--- src/rtl/fetch_decode_queue.sv ---
// Fetch-to-decode FIFO with valid/ready handshake, two flush classes and decode stall.
// Optional same-cycle bypass when empty: define FETCH_DECODE_QUEUE_BYPASS_EN.
module fetch_decode_queue #(
  parameter int unsigned ADDR_W  = 40,
  parameter int unsigned INST_W  = 32,
  parameter int unsigned CAUSE_W = 64,
  parameter int unsigned DEPTH   = 4
) (
  input  logic                         CLK,
  input  logic                         RST,
  input  logic                         FLUSH_P1,
  input  logic                         FLUSH_P2,
  input  logic                         LOCK_PIPELINE,
  input  logic                         FETCH_VALID,
  output logic                         FETCH_READY,
  input  logic [ADDR_W-1:0]            PC_FROM_FETCH,
  input  logic [INST_W-1:0]            INST_FROM_FETCH,
  input  logic                         FETCH_XCPT,
  input  logic [CAUSE_W-1:0]           FETCH_XCPT_CAUSE,
  output logic                         DEC_VALID,
  output logic [ADDR_W-1:0]            PC_TO_DECODE,
  output logic [INST_W-1:0]            INST_TO_DECODE,
  output logic                         DEC_XCPT,
  output logic [CAUSE_W-1:0]           DEC_XCPT_CAUSE,
  output logic [$clog2(DEPTH+1)-1:0]   COUNT
);

  localparam int unsigned PTR_W = $clog2(DEPTH);
  localparam int unsigned CNT_W = $clog2(DEPTH+1);

  logic [ADDR_W-1:0]  pc_mem    [DEPTH];
  logic [INST_W-1:0]  inst_mem  [DEPTH];
  logic               xcpt_mem  [DEPTH];
  logic [CAUSE_W-1:0] cause_mem [DEPTH];

  logic [PTR_W-1:0] rd_ptr, wr_ptr;
  logic [CNT_W-1:0] count_q;

  logic               head_valid, flush_now, push, pop, byp_used, wr_en, rd_en;
  logic [INST_W-1:0]  st_inst;
  logic [CAUSE_W-1:0] st_cause;

  always_comb begin
    st_inst  = FETCH_XCPT ? '0 : INST_FROM_FETCH;
    st_cause = FETCH_XCPT ? FETCH_XCPT_CAUSE : '0;
  end

  assign head_valid  = (count_q != '0);
  assign FETCH_READY = (count_q < CNT_W'(DEPTH));
  // Lock outranks FLUSH_P2, so a P2 flush only takes effect when unlocked.
  assign flush_now   = FLUSH_P1 | (FLUSH_P2 & ~LOCK_PIPELINE);
  assign push        = FETCH_VALID & FETCH_READY;
  assign pop         = DEC_VALID & ~LOCK_PIPELINE;
  assign COUNT       = count_q;

`ifdef FETCH_DECODE_QUEUE_BYPASS_EN
  logic bypass;
  assign bypass    = ~head_valid & FETCH_VALID;
  assign DEC_VALID = ~flush_now & (head_valid | bypass);
  assign byp_used  = bypass & pop;

  always_comb begin
    PC_TO_DECODE   = '0;
    INST_TO_DECODE = '0;
    DEC_XCPT       = 1'b0;
    DEC_XCPT_CAUSE = '0;
    if (DEC_VALID && head_valid) begin
      PC_TO_DECODE   = pc_mem[rd_ptr];
      INST_TO_DECODE = inst_mem[rd_ptr];
      DEC_XCPT       = xcpt_mem[rd_ptr];
      DEC_XCPT_CAUSE = cause_mem[rd_ptr];
    end else if (DEC_VALID) begin
      PC_TO_DECODE   = PC_FROM_FETCH;
      INST_TO_DECODE = st_inst;
      DEC_XCPT       = FETCH_XCPT;
      DEC_XCPT_CAUSE = st_cause;
    end
  end
`else
  assign DEC_VALID = head_valid;
  assign byp_used  = 1'b0;

  always_comb begin
    PC_TO_DECODE   = '0;
    INST_TO_DECODE = '0;
    DEC_XCPT       = 1'b0;
    DEC_XCPT_CAUSE = '0;
    if (head_valid) begin
      PC_TO_DECODE   = pc_mem[rd_ptr];
      INST_TO_DECODE = inst_mem[rd_ptr];
      DEC_XCPT       = xcpt_mem[rd_ptr];
      DEC_XCPT_CAUSE = cause_mem[rd_ptr];
    end
  end
`endif

  // A bypassed entry that decode consumes never touches storage or pointers.
  assign wr_en = push & ~byp_used;
  assign rd_en = pop & ~byp_used;

  always_ff @(posedge CLK) begin
    if (wr_en && !flush_now) begin
      pc_mem[wr_ptr]    <= PC_FROM_FETCH;
      inst_mem[wr_ptr]  <= st_inst;
      xcpt_mem[wr_ptr]  <= FETCH_XCPT;
      cause_mem[wr_ptr] <= st_cause;
    end
  end

  always_ff @(posedge CLK or negedge RST) begin
    if (!RST) begin
      rd_ptr  <= '0;
      wr_ptr  <= '0;
      count_q <= '0;
    end else if (flush_now) begin
      rd_ptr  <= '0;
      wr_ptr  <= '0;
      count_q <= '0;
    end else begin
      if (wr_en) wr_ptr <= wr_ptr + 1'b1;
      if (rd_en) rd_ptr <= rd_ptr + 1'b1;
      case ({wr_en, rd_en})
        2'b10:   count_q <= count_q + 1'b1;
        2'b01:   count_q <= count_q - 1'b1;
        default: count_q <= count_q;
      endcase
    end
  end

endmodule
--- config.mk ---
export PLATFORM = sky130hd
export DESIGN_NAME = fetch_decode_queue
export DESIGN_NICKNAME = d
export VERILOG_FILES = /design/src/rtl/fetch_decode_queue.sv
export SDC_FILE = /design/constraint.sdc
export NUM_CORES = 1
export LEC_CHECK = 0
export CAP_MARGIN = 30
export CORE_MARGIN = 5
export CORE_UTILIZATION = 30
export CTS_BUF_LIST = sky130_fd_sc_hd__clkbuf_4 sky130_fd_sc_hd__clkbuf_8 sky130_fd_sc_hd__clkbuf_16
export DETAILED_ROUTE_END_ITERATION = 6
export PLACE_DENSITY = 0.5
export SYNTH_ARGS = -nofsm -noshare
export SYNTH_HDL_FRONTEND = slang
export SYNTH_SLANG_ARGS = --single-unit
--- constraint.sdc ---
create_clock -name CLK -period 4.7 [get_ports CLK]
set_clock_uncertainty 0.15 [all_clocks]
set_input_delay 0.94 -clock CLK [delete_from_list [all_inputs] [get_ports CLK]]
set_output_delay 0.94 -clock CLK [all_outputs]
set_load 0.01 [all_outputs]
==> results by group <==
Outcome
  • Status: finished, final reports clean

Drt
  • Drt drc: 0
  • Drt wl/cell: 21.9 µm
  • 1st-pass router iterations: 4
  • Final ANT Viol Nets: 0
  • Vias: 10700
  • DR vias/cell: 4.57
  • Final wirelength: 51400 µm
  • Initial DRC Count: 563

Synthesis
  • Number of synthesized flops with an enable pin: 548
  • Share of async-settable or async-resettable flops after synthesis: 1.26%
  • Cell area after synthesis: 0.0218 mm²
  • Top post-synthesis cells by area: edfxtp_1 (75%), mux4_2 (14%), and2_1 (5.8%)
  • Top post-synthesis cells by count: edfxtp_1 (548), and2_1 (201), mux4_2 (137)
  • Count leader, synth: edfxtp_1
  • Yosys warnings: 0
  • Cells after Synth: 1027
  • Synthesized Nets: 1175
  • Netlist cell types: 25
  • Sequential fraction of the synthesis area: 76.3%
  • Primary FF master, synth: edfxtp_1
  • Seq cells post-synth: 555
  • Synth area leader: edfxtp_1
  • Average size of a mapped cell: 21.2 µm²
  • Yosys top cell area share: 75.5%

Power and ir drop
  • Peak VDD IR: 0.270 mV
  • PnR Total Power: 11.3 mW
  • Leak pwr: 8.79 nW
  • PwrDens: 404 mW/mm²

CTS
  • H-Tree Depth: 2
  • Clock sink total: 555
  • Clock root cell: clkbuf_16
  • Worst-Skew Late Latency: 600 ps
  • Hold-fix buffers, CTS: 0
  • Buffer levels on the longest clock path: 3
  • Cts bufs inserted: 61
  • Clk slew on worst S/H paths: 60 ps
  • Setup repair bufs after CTS: 0
  • TritonCTS clock tree: done
  • Post-cts resize count: 0

Setup path
  • Crit Path Max Fanout: 64
  • Startpoint Class: register
  • Reg-to-reg setup timing slack: 2240 ps
  • Reg-to-Reg End: cause_mem[2][59]
  • Crit Reg-Reg Startpoint: COUNT[2]
  • Cells on worst reg2reg path: 3
  • Critical Path AT: 3040 ps
  • Data required, critical path: 3610 ps
  • CP Capture Type: output port
  • Critical path type: register to output port

GRT
  • Global route total overflow: 0
  • Vias in the first global route: 12300
  • Largest net degree at the start of global routing: 102
  • Wire length of the first global-routing pass: 77900 µm
  • Initial antenna violation count: 3
  • Total GRT Usage: 13.1%

STA
  • Min Tclk post-route: 4130 ps
  • Final period util: 87.8%
  • Hold Vio Cnt, Final: 0
  • Final Hold Slack: 454 ps
  • Final setup TNS: 0 ps
  • RSZ-0062 raised after global routing: no
  • Pin slew with the least headroom to its limit: 852 ps
  • Max-slew violations: 0
  • Setup violators final: 0
  • Slew Limit Headroom: 43.2%
  • Max Fclk: 242 MHz

Place
  • Final GP Congestion: 0.670
  • HPWL Detailed: 30400 µm
  • PortBufs: 284

Cells and area
  • Area grow syn2layout: 28.1%
  • Fin nets: 1493
  • Layout cell share with drive strength beyond 1: 19.5%
  • Fillers: 6551

Floorplanning
  • Die area: 0.0782 mm²
  • # IOs: 285
  • Die width: 280 µm
  • Core Area: 0.0717 mm²
  • Die height: 280 µm
  • Initial Utilization: 30.4%
  • FP Rows: 98

Flow run
  • Number of max-cap violations: 0

Worst hold path
  • Worst Hold Class: input port to async pin
cells by family (layout without fill, tap and decap cells):
kind of cell	Yosys count	count (layout)	share of synthesized area [%]
buffers and inverters	65	435	1.70
muxes	137	137	14.2
DFF	555	555	76.3
adders and majority gates	5	5	0.321
AOI/OAI and AO/OA	10	10	0.281
other	0	2	0
xor gates and xnor gates	3	3	0.121
and+or+nand+nor	252	252	7.15
stage by stage:
step | std cells | util [%] | instance area (µm²) | setup WS (ps)
6_report | 2349 | 38.9 | 27900 | 575
5_1_grt | 2347 | 38.9 | 27900 | 296
3_3_place_gp | 2232 | 36.2 | 26000 | 1060
3_5_place_dp | 2232 | 36.2 | 26000 | 1080
2_1_floorplan | 1027 | - | 21800 | 1160
4_1_cts | 2347 | 38.9 | 27900 | 406
how the worst max path moves through the flow:
stage          cells after the start     startpoint  slack (ps)                 end
2_1_floorplan                      3  LOCK_PIPELINE        1160     cause_mem[0][0]
4_1_cts                            5       COUNT[0]         410   INST_TO_DECODE[4]
3_5_place_dp                       5       COUNT[0]        1080   INST_TO_DECODE[0]
3_3_place_gp                       5       COUNT[0]        1060   INST_TO_DECODE[4]
6_report                           5       COUNT[0]         570   INST_TO_DECODE[3]
5_1_grt                            5       COUNT[0]         300  DEC_XCPT_CAUSE[45]
critical path, cell delays in order (launching register included):
cell	delay, ps
dfrtp_1	430
nor3_1	130
inv_4	510
buf_4	490
and2_1	280
clkdlybuf4s50_1	570
routing by layer:
layer  vias up  part of all wire [%]  GRT usage, %
li1       4746                     -             -
met1      5659                    40          15.9
met2       250                    53          23.8
met3        78                   5.2          2.83
met4         2                   2.2          3.27
met5         -                 0.025             0
final cells by class:
cell class                 count  area [µm²]  share of cell area [%]
antenna                        2        5.00                  0.0179
clock buffer                  78        1690                    6.05
clock inverter                37         268                   0.959
inverter                       7        28.8                   0.103
multi-input combinational    407        4820                    17.3
sequential                   555       16600                    59.6
tap                          950        1190                    4.26
timing repair buffer         313        3280                    11.8
power breakdown:
part | total, mW | internal (mW) | switching, mW | leakage (nW)
Clock | 4.59 | 2.70 | 1.90 | 0.968
Combinational | 1.11 | 0.595 | 0.513 | 2.71
Sequential | 5.58 | 5.55 | 0.0308 | 5.11
Total | 11.3 | 8.84 | 2.44 | 8.79
registers in the layout, summed over array words and instances, names as in the netlist:
name / count
cause_mem: 256
COUNT: 3
xcpt_mem: 4
inst_mem: 128
wr_ptr: 2
rd_ptr: 2
pc_mem: 160
placed cells by master (no fill, tap or decap), drive strengths merged, types with 2 or more instances in the layout:
cell / count
a21o: 3
a21oi: 5
and2: 201
and3: 4
buf: 30
bufinv: 3
clkbuf: 78
clkdlybuf4s50: 283
clkinv: 27
clkinvlp: 4
dfrtp: 7
diode: 2
edfxtp: 548
ha: 4
inv: 10
mux4: 137
nand3: 3
nor2: 7
nor2b: 33
xnor2: 2
Note: power is estimated with default switching activity, not from simulation.
